[src/rtl/mem_stage_unit.sv]
// mem_stage_unit: memory-access stage between EX/MEM and MEM/WB.
// Issues word-wide loads/stores over a req/ack handshake, stalls EX/MEM
// while an access is outstanding, resolves branch/jump PC selection for
// non-memory instructions and registers the MEM/WB values.
// Optional feature: define MEM_TIMEOUT_EN to add an ack watchdog that
// abandons an access after TIMEOUT_CYCLES and returns ERR_DATA.
module mem_stage_unit #(
  parameter int          TIMEOUT_CYCLES = 255,
  parameter logic [31:0] ERR_DATA       = 32'hDEADBEEF
) (
  input  logic        clk,
  input  logic        rst,
  input  logic        regWriteFlagInput,
  input  logic        MemToRegInput,
  input  logic        memReadFlagInput,
  input  logic        memWriteFlagInput,
  input  logic        BranchsFlagInput,
  input  logic        JumpsFlagInput,
  input  logic        ZeroFlagInput,
  input  logic [31:0] ResultInput,
  input  logic [31:0] BInput,
  input  logic [4:0]  regDestAddressInput,
  input  logic [31:0] BranchAddressInput,
  input  logic [31:0] JumpAddressInput,
  output logic        memReq,
  output logic        memWe,
  output logic [31:0] memAddr,
  output logic [31:0] memWData,
  input  logic [31:0] memRData,
  input  logic        memAck,
  output logic        stallOutput,
  output logic [1:0]  pcSrcOutput,
  output logic [31:0] targetOutput,
  output logic        regWriteFlagOutput,
  output logic        MemToRegOutput,
  output logic [31:0] readDataOutput,
  output logic [31:0] ResultOutput,
  output logic [4:0]  regDestAddressOutput,
  output logic        validOutput,
  output logic        alignErrOutput,
  output logic        timeoutOutput
);

  typedef enum logic [1:0] {
    IDLE   = 2'd0,
    ACCESS = 2'd1,
    DONE   = 2'd2
  } stateT;

  stateT state;
  stateT stateNext;

  logic isMemOp;
  logic isAligned;
  logic accessStart;
  logic misaligned;
  logic timeoutHit;

  // Instruction fields captured when an access starts, retired at DONE.
  logic        pendRegWrite;
  logic        pendMemToReg;
  logic [4:0]  pendDest;
  logic [31:0] pendResult;

  assign isMemOp     = memReadFlagInput | memWriteFlagInput;
  assign isAligned   = (ResultInput[1:0] == 2'b00);
  assign accessStart = isMemOp & isAligned;
  assign misaligned  = isMemOp & ~isAligned;

`ifdef MEM_TIMEOUT_EN
  localparam int CNT_W = ($clog2(TIMEOUT_CYCLES + 1) > 8) ? $clog2(TIMEOUT_CYCLES + 1) : 8;

  logic [CNT_W-1:0] accessCount;
  logic             timeoutFlag;

  assign timeoutHit = (state == ACCESS) && !memAck &&
                      (accessCount == CNT_W'(TIMEOUT_CYCLES - 1));
  assign timeoutOutput = timeoutFlag;

  // Count cycles spent in ACCESS; restart from zero for every access.
  always_ff @(posedge clk or posedge rst) begin
    if (rst) begin
      accessCount <= '0;
    end else if (state != ACCESS) begin
      accessCount <= '0;
    end else begin
      accessCount <= accessCount + CNT_W'(1);
    end
  end

  // Sticky timeout flag; only reset clears it.
  always_ff @(posedge clk or posedge rst) begin
    if (rst) begin
      timeoutFlag <= 1'b0;
    end else if (timeoutHit) begin
      timeoutFlag <= 1'b1;
    end
  end
`else
  assign timeoutHit    = 1'b0;
  assign timeoutOutput = 1'b0;
`endif

  // State register.
  always_ff @(posedge clk or posedge rst) begin
    // NOTE: sequential state uses non-blocking (<=) so every flop samples
    // pre-edge values regardless of block ordering.
    if (rst) begin
      state <= IDLE;
    end else begin
      state <= stateNext;
    end
  end

  // Next-state, handshake, stall and PC-select decode.
  always_comb begin
    // NOTE: every output gets a default first so no path leaves a value
    // unassigned, which would otherwise infer a latch.
    stateNext    = state;
    memReq       = 1'b0;
    stallOutput  = 1'b0;
    pcSrcOutput  = 2'd0;
    targetOutput = 32'h0;
    case (state)
      IDLE: begin
        if (accessStart) begin
          stateNext   = ACCESS;
          stallOutput = 1'b1;
        end else if (!isMemOp) begin
          if (JumpsFlagInput) begin
            pcSrcOutput  = 2'd2;
            targetOutput = JumpAddressInput;
          end else if (BranchsFlagInput && ZeroFlagInput) begin
            pcSrcOutput  = 2'd1;
            targetOutput = BranchAddressInput;
          end
        end
      end
      ACCESS: begin
        memReq      = 1'b1;
        stallOutput = 1'b1;
        if (memAck || timeoutHit) begin
          stateNext = DONE;
        end
      end
      DONE: begin
        stateNext = IDLE;
      end
      default: begin
        stateNext = IDLE;
      end
    endcase
    // Reset drops the request and stall immediately, even mid-access.
    if (rst) begin
      memReq       = 1'b0;
      stallOutput  = 1'b0;
      pcSrcOutput  = 2'd0;
      targetOutput = 32'h0;
    end
  end

  // Capture request and retiring instruction fields when an access starts.
  always_ff @(posedge clk or posedge rst) begin
    if (rst) begin
      memWe        <= 1'b0;
      memAddr      <= 32'h0;
      memWData     <= 32'h0;
      pendRegWrite <= 1'b0;
      pendMemToReg <= 1'b0;
      pendDest     <= 5'd0;
      pendResult   <= 32'h0;
    end else if (state == IDLE && accessStart) begin
      // Write wins when both read and write are flagged.
      memWe        <= memWriteFlagInput;
      memAddr      <= ResultInput;
      memWData     <= BInput;
      pendRegWrite <= regWriteFlagInput & ~memWriteFlagInput;
      pendMemToReg <= MemToRegInput;
      pendDest     <= regDestAddressInput;
      pendResult   <= ResultInput;
    end
  end

  // MEM/WB register: retire, bubble while stalled, capture load data.
  always_ff @(posedge clk or posedge rst) begin
    if (rst) begin
      regWriteFlagOutput   <= 1'b0;
      MemToRegOutput       <= 1'b0;
      readDataOutput       <= 32'h0;
      ResultOutput         <= 32'h0;
      regDestAddressOutput <= 5'd0;
      validOutput          <= 1'b0;
      alignErrOutput       <= 1'b0;
    end else begin
      alignErrOutput <= 1'b0;
      case (state)
        IDLE: begin
          if (accessStart) begin
            validOutput        <= 1'b0;
            regWriteFlagOutput <= 1'b0;
          end else begin
            validOutput          <= 1'b1;
            regWriteFlagOutput   <= regWriteFlagInput & ~misaligned;
            MemToRegOutput       <= MemToRegInput;
            ResultOutput         <= ResultInput;
            regDestAddressOutput <= regDestAddressInput;
            alignErrOutput       <= misaligned;
          end
        end
        ACCESS: begin
          validOutput        <= 1'b0;
          regWriteFlagOutput <= 1'b0;
          if (memAck) begin
            readDataOutput <= memRData;
          end else if (timeoutHit) begin
            readDataOutput <= ERR_DATA;
          end
        end
        DONE: begin
          validOutput          <= 1'b1;
          regWriteFlagOutput   <= pendRegWrite;
          MemToRegOutput       <= pendMemToReg;
          ResultOutput         <= pendResult;
          regDestAddressOutput <= pendDest;
        end
        default: begin
          validOutput        <= 1'b0;
          regWriteFlagOutput <= 1'b0;
        end
      endcase
    end
  end

endmodule

[config.mk]
export PLATFORM = sky130hd
export DESIGN_NAME = mem_stage_unit
export DESIGN_NICKNAME = d
export VERILOG_FILES = /design/src/rtl/mem_stage_unit.sv
export SDC_FILE = /design/constraint.sdc
export NUM_CORES = 1
export LEC_CHECK = 0
export ABC_AREA = 1
export CAP_MARGIN = 20
export CORE_AREA = 2 2 134 136
export DETAILED_ROUTE_END_ITERATION = 8
export DIE_AREA = 0 0 136 138
export PLACE_DENSITY = 0.81
export SETUP_SLACK_MARGIN = 0.5
export SYNTH_ARGS = -nofsm -noshare
export SYNTH_HDL_FRONTEND = slang
export SYNTH_SLANG_ARGS = --single-unit
[constraint.sdc]
create_clock -name clk -period 7.7 [get_ports clk]
set_input_delay 1.54 -clock clk [delete_from_list [all_inputs] [get_ports clk]]
set_output_delay 1.54 -clock clk [all_outputs]
set_load 0.01 [all_outputs]
Word-level counts from Yosys, hierarchy flattened
Index checks and enable logic that the tools add are counted.
{"block": "totals", "register_bits": 147, "latch_bits": 0, "mem_bits_rw": 0, "mem_bits_ro": 0, "output_inout_bits": 175, "mem_count": 0}
{"block": "classes", "n_addsub": 0, "multipliers": 0, "div": 0, "magnitude_cmp": 0, "eq_ne": 5, "shifts": 0, "n_mux": 32, "bitwise_logic": 8, "reduce_logical": 8}
{"op": "two-way mux 32 bit", "count": 7}
{"op": "case mux 32 bit (2 select lines)", "count": 1}
{"op": "two-way mux 2 bit", "count": 7}
{"op": "two-way mux 1 bit", "count": 10}
{"op": "case mux 5 bit (2 select lines)", "count": 1}
{"op": "case mux 1 bit (2 select lines)", "count": 4}
{"op": "!= test 2 bit (second input constant)", "count": 3}
{"op": "AND reduction 2 bit", "count": 3}
{"op": "two-way mux 5 bit", "count": 1}
{"op": "bitwise AND 1 bit", "count": 4}
{"op": "zero test 2 bit", "count": 2}
{"op": "case mux 2 bit (2 select lines)", "count": 1}
{"op": "inverter 1 bit", "count": 3}
{"op": "equality test 2 x 1 -> 1 bit (second input constant)", "count": 1}
{"op": "equality test 2 bit (second input constant)", "count": 1}
{"op": "logical AND 1 bit", "count": 2}
{"op": "nonzero test 2 bit", "count": 1}
{"op": "bitwise OR 1 bit", "count": 1}

Logic depth before layout (Yosys ltp)
Gate-level depths: netlist of run 1.
{"block": "depth", "word_depth": 7, "ltp_mapped": 8, "depth_no_buf": 6}

Worst setup path before layout of run 1
Ideal clock, no wire load.
{"block": "synth_path", "path_type": "input port to output port", "from": "input port rst", "to": "output port targetOutput[10]", "arrival_time_ns": 5.706, "t_required_ns": 6.160, "slack_ns": 0.454, "stages": 4, "n_path_buf": 1, "path_cell_list": "inv_1 nand3_1 buf_2 nor2_1"}
{"block": "synth_between", "elab_chain_len": 1}
{"element": "from (decl)", "line_no": "12", "rtl": "input logic rst,"}
{"element": "two-way mux 32 bit", "line_no": "154", "rtl": "if (rst) begin"}
{"element": "to (decl)", "line_no": "33", "rtl": "output logic [31:0] targetOutput,"}
Every way passes these cells.

Final worst setup path of run 1
{"block": "layout_path", "from": "input port JumpsFlagInput", "to": "output port targetOutput[28]"}
{"block": "layout_between", "elab_chain_len": 5}
{"element": "from (decl)", "line_no": "18", "rtl": "input logic JumpsFlagInput,"}
{"element": "two-way mux 32 bit", "line_no": "130", "rtl": "if (JumpsFlagInput) begin"}
{"element": "two-way mux 32 bit", "line_no": "129", "rtl": "end else if (!isMemOp) begin"}
{"element": "two-way mux 32 bit", "line_no": "126", "rtl": "if (accessStart) begin"}
{"element": "two-way mux 32 bit", "line_no": "124", "rtl": "case (state)"}
{"element": "two-way mux 32 bit", "line_no": "154"}
Every way passes these cells.

==> results_dict.tcl, run 1 <==
set metrics [dict create \
    regArea_um2 3680 \
    avgViaCountPerCell 4.97 \
    routed_wl_mm 23.5 \
    core_um2 17500 \
    layout_setup_ws_ns 1.96 \
    route.vias.total 7434 \
    multiInputGateArea_um2 2970 \
    drcViolationCount 0 \
    startpoint_type "input pin" \
    tns_ns 0 \
    syn-mean-instance-area_um2 7.40 \
    path_clk_slew_ns 0.06 \
    fmax_mhz 174 \
    p_per_area_nw_per_um2 260 \
    finalHoldViolCount 0 \
    synth_area_um2 7030 \
    clockBufferDepth 2 \
    max-slew-margin-rel_pct 34.6 \
    yosys_warnings 0 \
    die_area_um2 18800 \
    antenna_found_initial 0 \
    end_kind "output pin" \
    ys_top_cells_by_count "nand2_1, dfrtp_1, nand3_1, nor2_1, nand4_1" \
    numCtsBuffers 17 \
    maxSlewViolCount 0 \
    synth_edf_count 0 \
    dr.pass1.iters 5 \
    fin_crit_sh_pct 74.5 \
    yosysTopAreaCell "dfrtp_1" \
    yosysMostFrequentCell "nand2_1" \
    seq_area_frac_synth_pct 52.4 \
    reg2reg_depth 6 \
    worstPathRequired_ns 6.16 \
    drive_gt1_share_pct 4.10 \
    clk_root_buffer_cell "clkbuf_16" \
    n_antenna_cell 0 \
    grt_max_degree 149 \
    htreeDepth 4 \
    ant_nets 0 \
    ys_seq_elements 147 \
    clk_latency_ns 0.41 \
    dp_hpwl_mm 15.9 \
    vdd_ir_drop_max_mv 0.198 \
    fin_crit_ns 5.74 \
    r2r_start "state[1]$_DFFE_PP0P_" \
    synth_ff_type "dfrtp_1" \
    grt_usage_pct 25.1 \
    synthTopCellsByArea "dfrtp_1, nand2_1, nand3_1, nand4_1, buf_2" \
    overflow 0 \
    async_reset_ff_share_pct 100 \
    rrSetupSlack_ns 4.82 \
    port_buffers 348 \
    hold_path.class "flop to flop" \
    yosys.area.top_type_share_pct 52.4 \
    clock-sinks 147 \
    crit_fanout 34 \
    post_cts_resized 0 \
    cp.arrival_ns 4.20 \
    reg2reg_to "readDataOutput[5]$_DFFE_PP0P_" \
    synth_cell_types 22 \
    syn_inst 949 \
    leakage_nw 5.45 \
    setup_viol 0 \
    postCtsSetupBuffers 0 \
    status "completed" \
    worst-setup-path-type "input pin to output pin" \
    dp.cells 1464 \
    worst_pin_slew_ns 0.979 \
    start_util_pct 40.1 \
    first_iter_violations 544 \
    core.rowCount 49 \
    syn_nets 1124 \
    drv_cap 0 \
    nNetsFinal 1430 \
    postCtsHoldBufs 0 \
    instances_no_fill 1497 \
    startpoint "JumpsFlagInput" \
    area_growth_pct 59.5 \
    place_ws_ns 1.97 \
    die_h_um 138 \
    cp-endpoint "targetOutput[28]" \
    finClkSkew_ns 0.0123 \
    wl_per_cell_um 15.7 \
    gp_congestion 0.907 \
    cts_tree "yes" \
    die_w_um 136 \
    rsz0062_at_grt "no" \
    grt_pass1_vias 6984 \
    ios 350 \
    grt_pass1_wl_mm 37.5 \
    fillers 1495 \
]
[sequential cells by signal (all words and copies together), names as in the netlist, 2 cells and up]
register / count
pendDest: 5
pendResult: 32
ResultOutput: 32
regDestAddressOutput: 5
state: 2
readDataOutput: 32
memWData: 32
[layer usage]
layer	share of wire, %	vias up	GRT usage [%]
met5	0	-	0
met1	41	3481	32.9
met4	1.9	0	7.62
met3	9.4	33	8.65
met2	47	314	39.1
li1	-	3606	-
[critical path: stages]
cell and delay, ns:
clkdlybuf4s50_1 0.45, buf_4 0.31, clkinv_1 0.83, nand4_1 0.28
nand2_1 0.08, nand2_1 0.07, nor2_1 0.09, clkdlybuf4s50_1 0.52
[kinds of logic (layout without fill, tap and decap cells)]
family	Yosys count	after routing	share of synthesized area [%]
AOI/OAI and AO/OA	4	4	0.285
buffers and inverters	83	402	5.48
DFF	147	147	52.4
other	1	1	0.0534
and+or+nand+nor	714	714	41.8
[cells in the final DEF (no fill, tap or decap), types with 2 or more instances in the layout]
| master | Yosys | layout |
|---|---|---|
| clkbuf_16 | 0 | 17 |
| nand2_1 | 522 | 522 |
| nor3_1 | 2 | 2 |
| clkinv_1 | 2 | 2 |
| o21ai_0 | 3 | 3 |
| dfrtp_1 | 147 | 146 |
| inv_6 | 0 | 4 |
| bufinv_16 | 0 | 4 |
| nor2_1 | 33 | 33 |
| inv_1 | 7 | 6 |
| inv_2 | 2 | 2 |
| clkdlybuf4s50_1 | 0 | 348 |
| clkinv_4 | 0 | 4 |
| nand3_1 | 119 | 118 |
| buf_8 | 0 | 2 |
| nand4_1 | 32 | 32 |
| buf_4 | 9 | 8 |
| nand3_2 | 2 | 3 |
[how the worst min path moves through the flow]
stage / startpoint / end / depth (start not counted)
after floorplan: pendDest[0]$_DFFE_PP0P_ / pendDest[0]$_DFFE_PP0P_ / 2
after global placement: memWData[3]$_DFFE_PP0P_ / memWData[3]$_DFFE_PP0P_ / 2
after detailed placement: memWData[21]$_DFFE_PP0P_ / memWData[21]$_DFFE_PP0P_ / 2
after CTS: memWData[29]$_DFFE_PP0P_ / memWData[29]$_DFFE_PP0P_ / 2
after global routing: memWData[3]$_DFFE_PP0P_ / memWData[3]$_DFFE_PP0P_ / 2
final: readDataOutput[13]$_DFFE_PP0P_ / readDataOutput[13]$_DFFE_PP0P_ / 2
[cell type report]
| type | instances | area share, % |
|---|---|---|
| Tap cell | 229 | 2.56 |
| Multi-Input combinational cell | 719 | 26.5 |
| Inverter | 11 | 0.402 |
| Timing Repair Buffer | 359 | 32.1 |
| Clock inverter | 13 | 1.74 |
| Sequential cell | 147 | 32.8 |
| Clock buffer | 19 | 3.95 |
[metrics by stage]
step	utilization, %	cell area, um2	total power [mW]	hold slack (ns)
final	63.9	11200	2.92	0.476
after global placement	60.1	10500	2.01	0.461
after global routing	63.9	11200	3.08	0.490
after floorplan	-	7030	1.46	0.449
after CTS	63.9	11200	2.94	0.480
after detailed placement	60.2	10600	2.03	0.464
[report_power, final]
group	switching [mW]	total (mW)	internal (mW)
clock	0.337	0.894	0.557
combinational	0.430	0.935	0.505
sequential	0.121	1.09	0.967
No activity file was read; power rests on OpenSTA's default activity.
==> run 2: changes to the inputs <==
==> constraint.sdc (replaced) <==
create_clock -name clk -period 5.3 [get_ports clk]
set_input_delay 1.06 -clock clk [delete_from_list [all_inputs] [get_ports clk]]
set_output_delay 1.06 -clock clk [all_outputs]
set_load 0.01 [all_outputs]
==> results_dict.tcl, run 2 (same netlist as run 1, synthesis figures left out) <==
set metrics [dict create \
    layout_commonest_cell "nand2_1" \
    p_per_area_nw_per_um2 370 \
    first_iter_violations 518 \
    overflow 0 \
    crit_cells 7 \
    vdd_ir_drop_max_mv 0.227 \
    maxSlewViolCount 0 \
    crit_fanout 25 \
    fin_crit_sh_pct 81.9 \
    drcViolationCount 0 \
    n_antenna_cell 0 \
    clk_latency_ns 0.42 \
    end_kind "output pin" \
    finalHoldViolCount 0 \
    rsz0062_at_grt "no" \
    die_h_um 138 \
    htreeDepth 4 \
    avgViaCountPerCell 4.93 \
    clk_root_buffer_cell "clkbuf_16" \
    drv_cap 0 \
    antenna_found_initial 0 \
    slowest_stage "clkdlybuf4s50_1" \
    slowest_delay_ns 1.07 \
    grt_pass1_wl_mm 37.0 \
    whs_ns 0.474 \
    postCtsHoldBufs 0 \
    crit_family "buffers and inverters" \
    tns_ns 0 \
    leakage_nw 5.42 \
    ant_nets 0 \
    layout_setup_ws_ns 0.957 \
    worst-setup-path-type "input pin to output pin" \
    max-slew-margin-rel_pct 35.8 \
    area_growth_pct 58.7 \
    finClkSkew_ns 0.00995 \
    startpoint_type "input pin" \
    post_cts_resized 0 \
    postCtsSetupBuffers 0 \
    dr.pass1.iters 5 \
    gp_congestion 0.986 \
    status "completed" \
    routed_wl_mm 23.5 \
    fmax_mhz 230 \
    hold_path.class "flop to flop" \
    setup_viol 0 \
    core_um2 17500 \
    nNetsFinal 1433 \
    grt_pass1_vias 7068 \
    clock-sinks 147 \
    cp.arrival_ns 3.28 \
    cts_tree "yes" \
    route.vias.total 7395 \
    dp_hpwl_mm 16.0 \
    numCtsBuffers 17 \
    core.rowCount 49 \
    hold_path_depth 2 \
    port_buffers 348 \
    grt_max_degree 79 \
    die_w_um 136 \
    die_area_um2 18800 \
    crit_chain "clkdlybuf4s50_1 > buf_4 > nand4_1 > nand2_1 > nand2_1 > nor2_1 > clkdlybuf4s50_1" \
    clockBufferDepth 2 \
    fin_crit_ns 4.34 \
    start_util_pct 40.1 \
    rrSetupSlack_ns 2.16 \
    ios 350 \
    reg2reg_depth 7 \
    wl_per_cell_um 15.7 \
    drive_gt1_share_pct 4.33 \
    worstPathRequired_ns 4.24 \
    cp_num_buf_inv 3 \
    place_ws_ns 0.983 \
    path_clk_slew_ns 0.06 \
    fin_total_pwr_mw 4.13 \
    worst_pin_slew_ns 0.961 \
    layout_common_cells "nand2_1, clkdlybuf4s50_1, dfrtp_1" \
    grt_usage_pct 25.0 \
]
[run 2: cell types whose count changed in the layout (fill, tap and decap cells not counted), moves of 2 or more]
cell / previous run / this run
clkinvlp_4: 1 / 4
clkinv_4: 4 / 1
buf_4: 8 / 14
bufinv_16: 4 / 1
inv_8: 0 / 3
buf_8: 2 / 0
[run 2: where the power goes]
part / total (mW) / internal (mW) / switching (mW)
logic: 1.35 / 0.732 / 0.613
clock network: 1.19 / 0.674 / 0.520
registers: 1.59 / 1.40 / 0.189
total: 4.13 / 2.81 / 1.32
[run 2: per-stage QoR]
step	cells	cell area [um2]	utilization, %
3_5_place_dp	1468	10600	60.3
2_1_floorplan	949	7030	-
5_1_grt	1499	11200	63.6
4_1_cts	1499	11200	63.6
3_3_place_gp	1468	10600	60.3
6_report	1499	11200	63.6
[run 2: routing by layer]
layer / vias to the layer above / GRT usage, % / part of all wire (%)
met4: 0 / 10.9 / 3.5
li1: 3606 / - / -
met5: - / 0 / 0
met3: 58 / 8.07 / 9.8
met2: 341 / 39.3 / 45
met1: 3390 / 31.5 / 41
[run 2: worst paths after layout]
check,from,endpoint
setup / recovery,BranchsFlagInput,targetOutput[8]
hold / removal,memWData[23]$_DFFE_PP0P_,memWData[23]$_DFFE_PP0P_
hold reg to reg,memWData[23]$_DFFE_PP0P_,memWData[23]$_DFFE_PP0P_
min in group asynchronous,rst,ResultOutput[4]$_DFFE_PP0P_
max in group asynchronous,rst,state[1]$_DFFE_PP0P_
setup reg to reg,state[1]$_DFFE_PP0P_,memWData[2]$_DFFE_PP0P_
[run 2: final cells by class]
cell class	instances	area, um2
clock buffers	18	439
well taps	229	287
flip-flops and latches	147	3680
fillers	1529	6380
inverters	11	45.0
repair buffers	362	3590
multi-input cells	719	2980
clock inverters	13	139
[run 2: worst reg2reg max path, stage by stage (launching register included)]
cell and delay, ns:
dfrtp_2 0.96, nor2_4 0.10, nand3_4 0.13, buf_4 0.68, inv_2 0.52, buf_4 0.41, nand2_1 0.17, nand2_1 0.06
==> run 3: changes to the inputs <==
==> constraint.sdc (replaced) <==
create_clock -name clk -period 4.3 [get_ports clk]
set_input_delay 0.86 -clock clk [delete_from_list [all_inputs] [get_ports clk]]
set_output_delay 0.86 -clock clk [all_outputs]
set_load 0.01 [all_outputs]
==> results_dict.tcl, run 3 (same netlist as run 1, synthesis figures left out) <==
set metrics [dict create \
    clk_root_buffer_cell "clkbuf_16" \
    cp.arrival_ns 2.77 \
    stdcell_area_um2 11100 \
    max-slew-margin-rel_pct 30.1 \
    reg2reg_depth 7 \
    crit_family "buffers and inverters" \
    overflow 0 \
    die_h_um 138 \
    core_um2 17500 \
    fin_crit_sh_pct 84.4 \
    numCtsBuffers 17 \
    p_switching_mw 1.59 \
    grt_pass1_vias 7170 \
    fmax_mhz 275 \
    area_growth_pct 58.5 \
    hold_start "memWData[28]$_DFFE_PP0P_" \
    combPwrFrac_pct 33.3 \
    htreeDepth 4 \
    grt_max_degree 79 \
    leakage_nw 5.41 \
    hold_path_depth 2 \
    finalHoldViolCount 0 \
    port_buffers 348 \
    cts_tree "yes" \
    slowest_stage "clkdlybuf4s50_1" \
    die_area_um2 18800 \
    status "completed" \
    clockBufferDepth 2 \
    maxSlewViolCount 0 \
    die_w_um 136 \
    hold_end "memWData[28]$_DFFE_PP0P_" \
    avgViaCountPerCell 4.98 \
    nNetsFinal 1435 \
    rsz0062_at_grt "no" \
    drive_gt1_share_pct 4.32 \
    multiInputGateArea_um2 2980 \
    drt-met1-wl_mm 9.73 \
    clk_latency_ns 0.42 \
    fillers 1526 \
    dp_hpwl_mm 16.3 \
    crit_fanout 34 \
    grt_usage_pct 25.5 \
    vdd_ir_drop_max_mv 0.281 \
    start_util_pct 40.1 \
    gp_congestion 0.930 \
    dr.pass1.iters 5 \
    r2r_start "state[1]$_DFFE_PP0P_" \
    drv_cap 0 \
    ant_nets 0 \
    wl_per_cell_um 15.9 \
    wl_met3_mm 2.32 \
    worst_pin_slew_ns 1.05 \
    ios 350 \
    route.vias.total 7477 \
    top_layer_used "met4" \
    fin_crit_ns 3.63 \
    first_iter_violations 477 \
    postCtsHoldBufs 0 \
    clock_power_share_pct 27.8 \
    setup_viol 0 \
    layout_common_cells "nand2_1, clkdlybuf4s50_1, dfrtp_1" \
    clock-sinks 147 \
    tns_ns 0 \
    place_area_um2 10600 \
    grt_pass1_wl_mm 38.0 \
    reg2reg_to "ResultOutput[12]$_DFFE_PP0P_" \
    layout_commonest_cell "nand2_1" \
    met2_length_mm 11.1 \
    finClkSkew_ns 0.0138 \
    hold_path.class "flop to flop" \
    p_sw_share_pct 31.7 \
    slowest_delay_ns 0.56 \
    p_seq_share_pct 38.9 \
    cp_num_buf_inv 5 \
    post_cts_resized 0 \
    worst-setup-path-type "input pin to output pin" \
    p_per_area_nw_per_um2 451 \
    crit_chain "clkdlybuf4s50_1 > inv_1 > nand2_1 > clkinv_1 > buf_4 > nand2_1 > nor2_1 > clkdlybuf4s50_1" \
    core.rowCount 49 \
    drcViolationCount 0 \
    rrSetupSlack_ns 1.81 \
    regArea_um2 3680 \
    antenna_found_initial 0 \
    routed_wl_mm 23.9 \
    startpoint_type "input pin" \
    worstPathRequired_ns 3.44 \
    path_clk_slew_ns 0.06 \
    p_int_mw 3.43 \
    postCtsSetupBuffers 0 \
    end_kind "output pin" \
]
run 3: per-layer routing:
metal,global-route usage (%),up-vias
li1,-,3612
met1,32.9,3464
met2,39.5,344
met3,8.29,57
met4,10.7,0
met5,0,-
run 3: how the worst max path moves through the flow:
stage,slack (ns),endpoint,cells after the start,start
2_1_floorplan,-0.36,targetOutput[11],4,rst
3_5_place_dp,0.69,targetOutput[6],8,memWriteFlagInput
3_3_place_gp,0.75,pcSrcOutput[0],6,rst
6_report,0.67,targetOutput[6],8,memWriteFlagInput
5_1_grt,0.53,targetOutput[18],8,memWriteFlagInput
4_1_cts,0.69,targetOutput[27],8,memWriteFlagInput
run 3: worst reg2reg max path, stage by stage (launching register included):
cell	delay [ns]
dfrtp_2	0.38
buf_4	0.44
nand2_2	0.71
buf_4	0.51
nand2_1	0.09
nand2_1	0.05
nand3_1	0.07
nand2_1	0.11
run 3: stage by stage:
| step | worst slack [ns] | utilization (%) | power [mW] | std cells | hold WS [ns] |
|---|---|---|---|---|---|
| 6_report | 0.670 | 63.5 | 5.02 | 1502 | 0.478 |
| 5_1_grt | 0.530 | 63.5 | 5.31 | 1501 | 0.495 |
| 4_1_cts | 0.686 | 63.5 | 5.07 | 1501 | 0.480 |
| 3_5_place_dp | 0.689 | 60.4 | 3.65 | 1470 | 0.464 |
| 3_3_place_gp | 0.745 | 60.4 | 3.61 | 1470 | 0.461 |
| 2_1_floorplan | -0.358 | - | 2.62 | 949 | 0.449 |
run 3: power by group through the flow:
stage	registers (mW)	clock network [mW]	logic, mW
3_3_place_gp	1.96	0	1.65
4_1_cts	1.95	1.42	1.69
3_5_place_dp	1.97	0	1.68
6_report	1.95	1.39	1.67
2_1_floorplan	2.10	0	0.518
5_1_grt	2.00	1.48	1.83
run 3: cell type report:
type / instances / share of cell area (%)
sequential: 147 / 33.0
clock inverter: 12 / 0.989
inverter: 11 / 0.404
timing repair buffer: 364 / 32.4
antenna: 1 / 0.0225
clock buffer: 19 / 3.89
tap: 229 / 2.57
multi-input combinational: 719 / 26.7
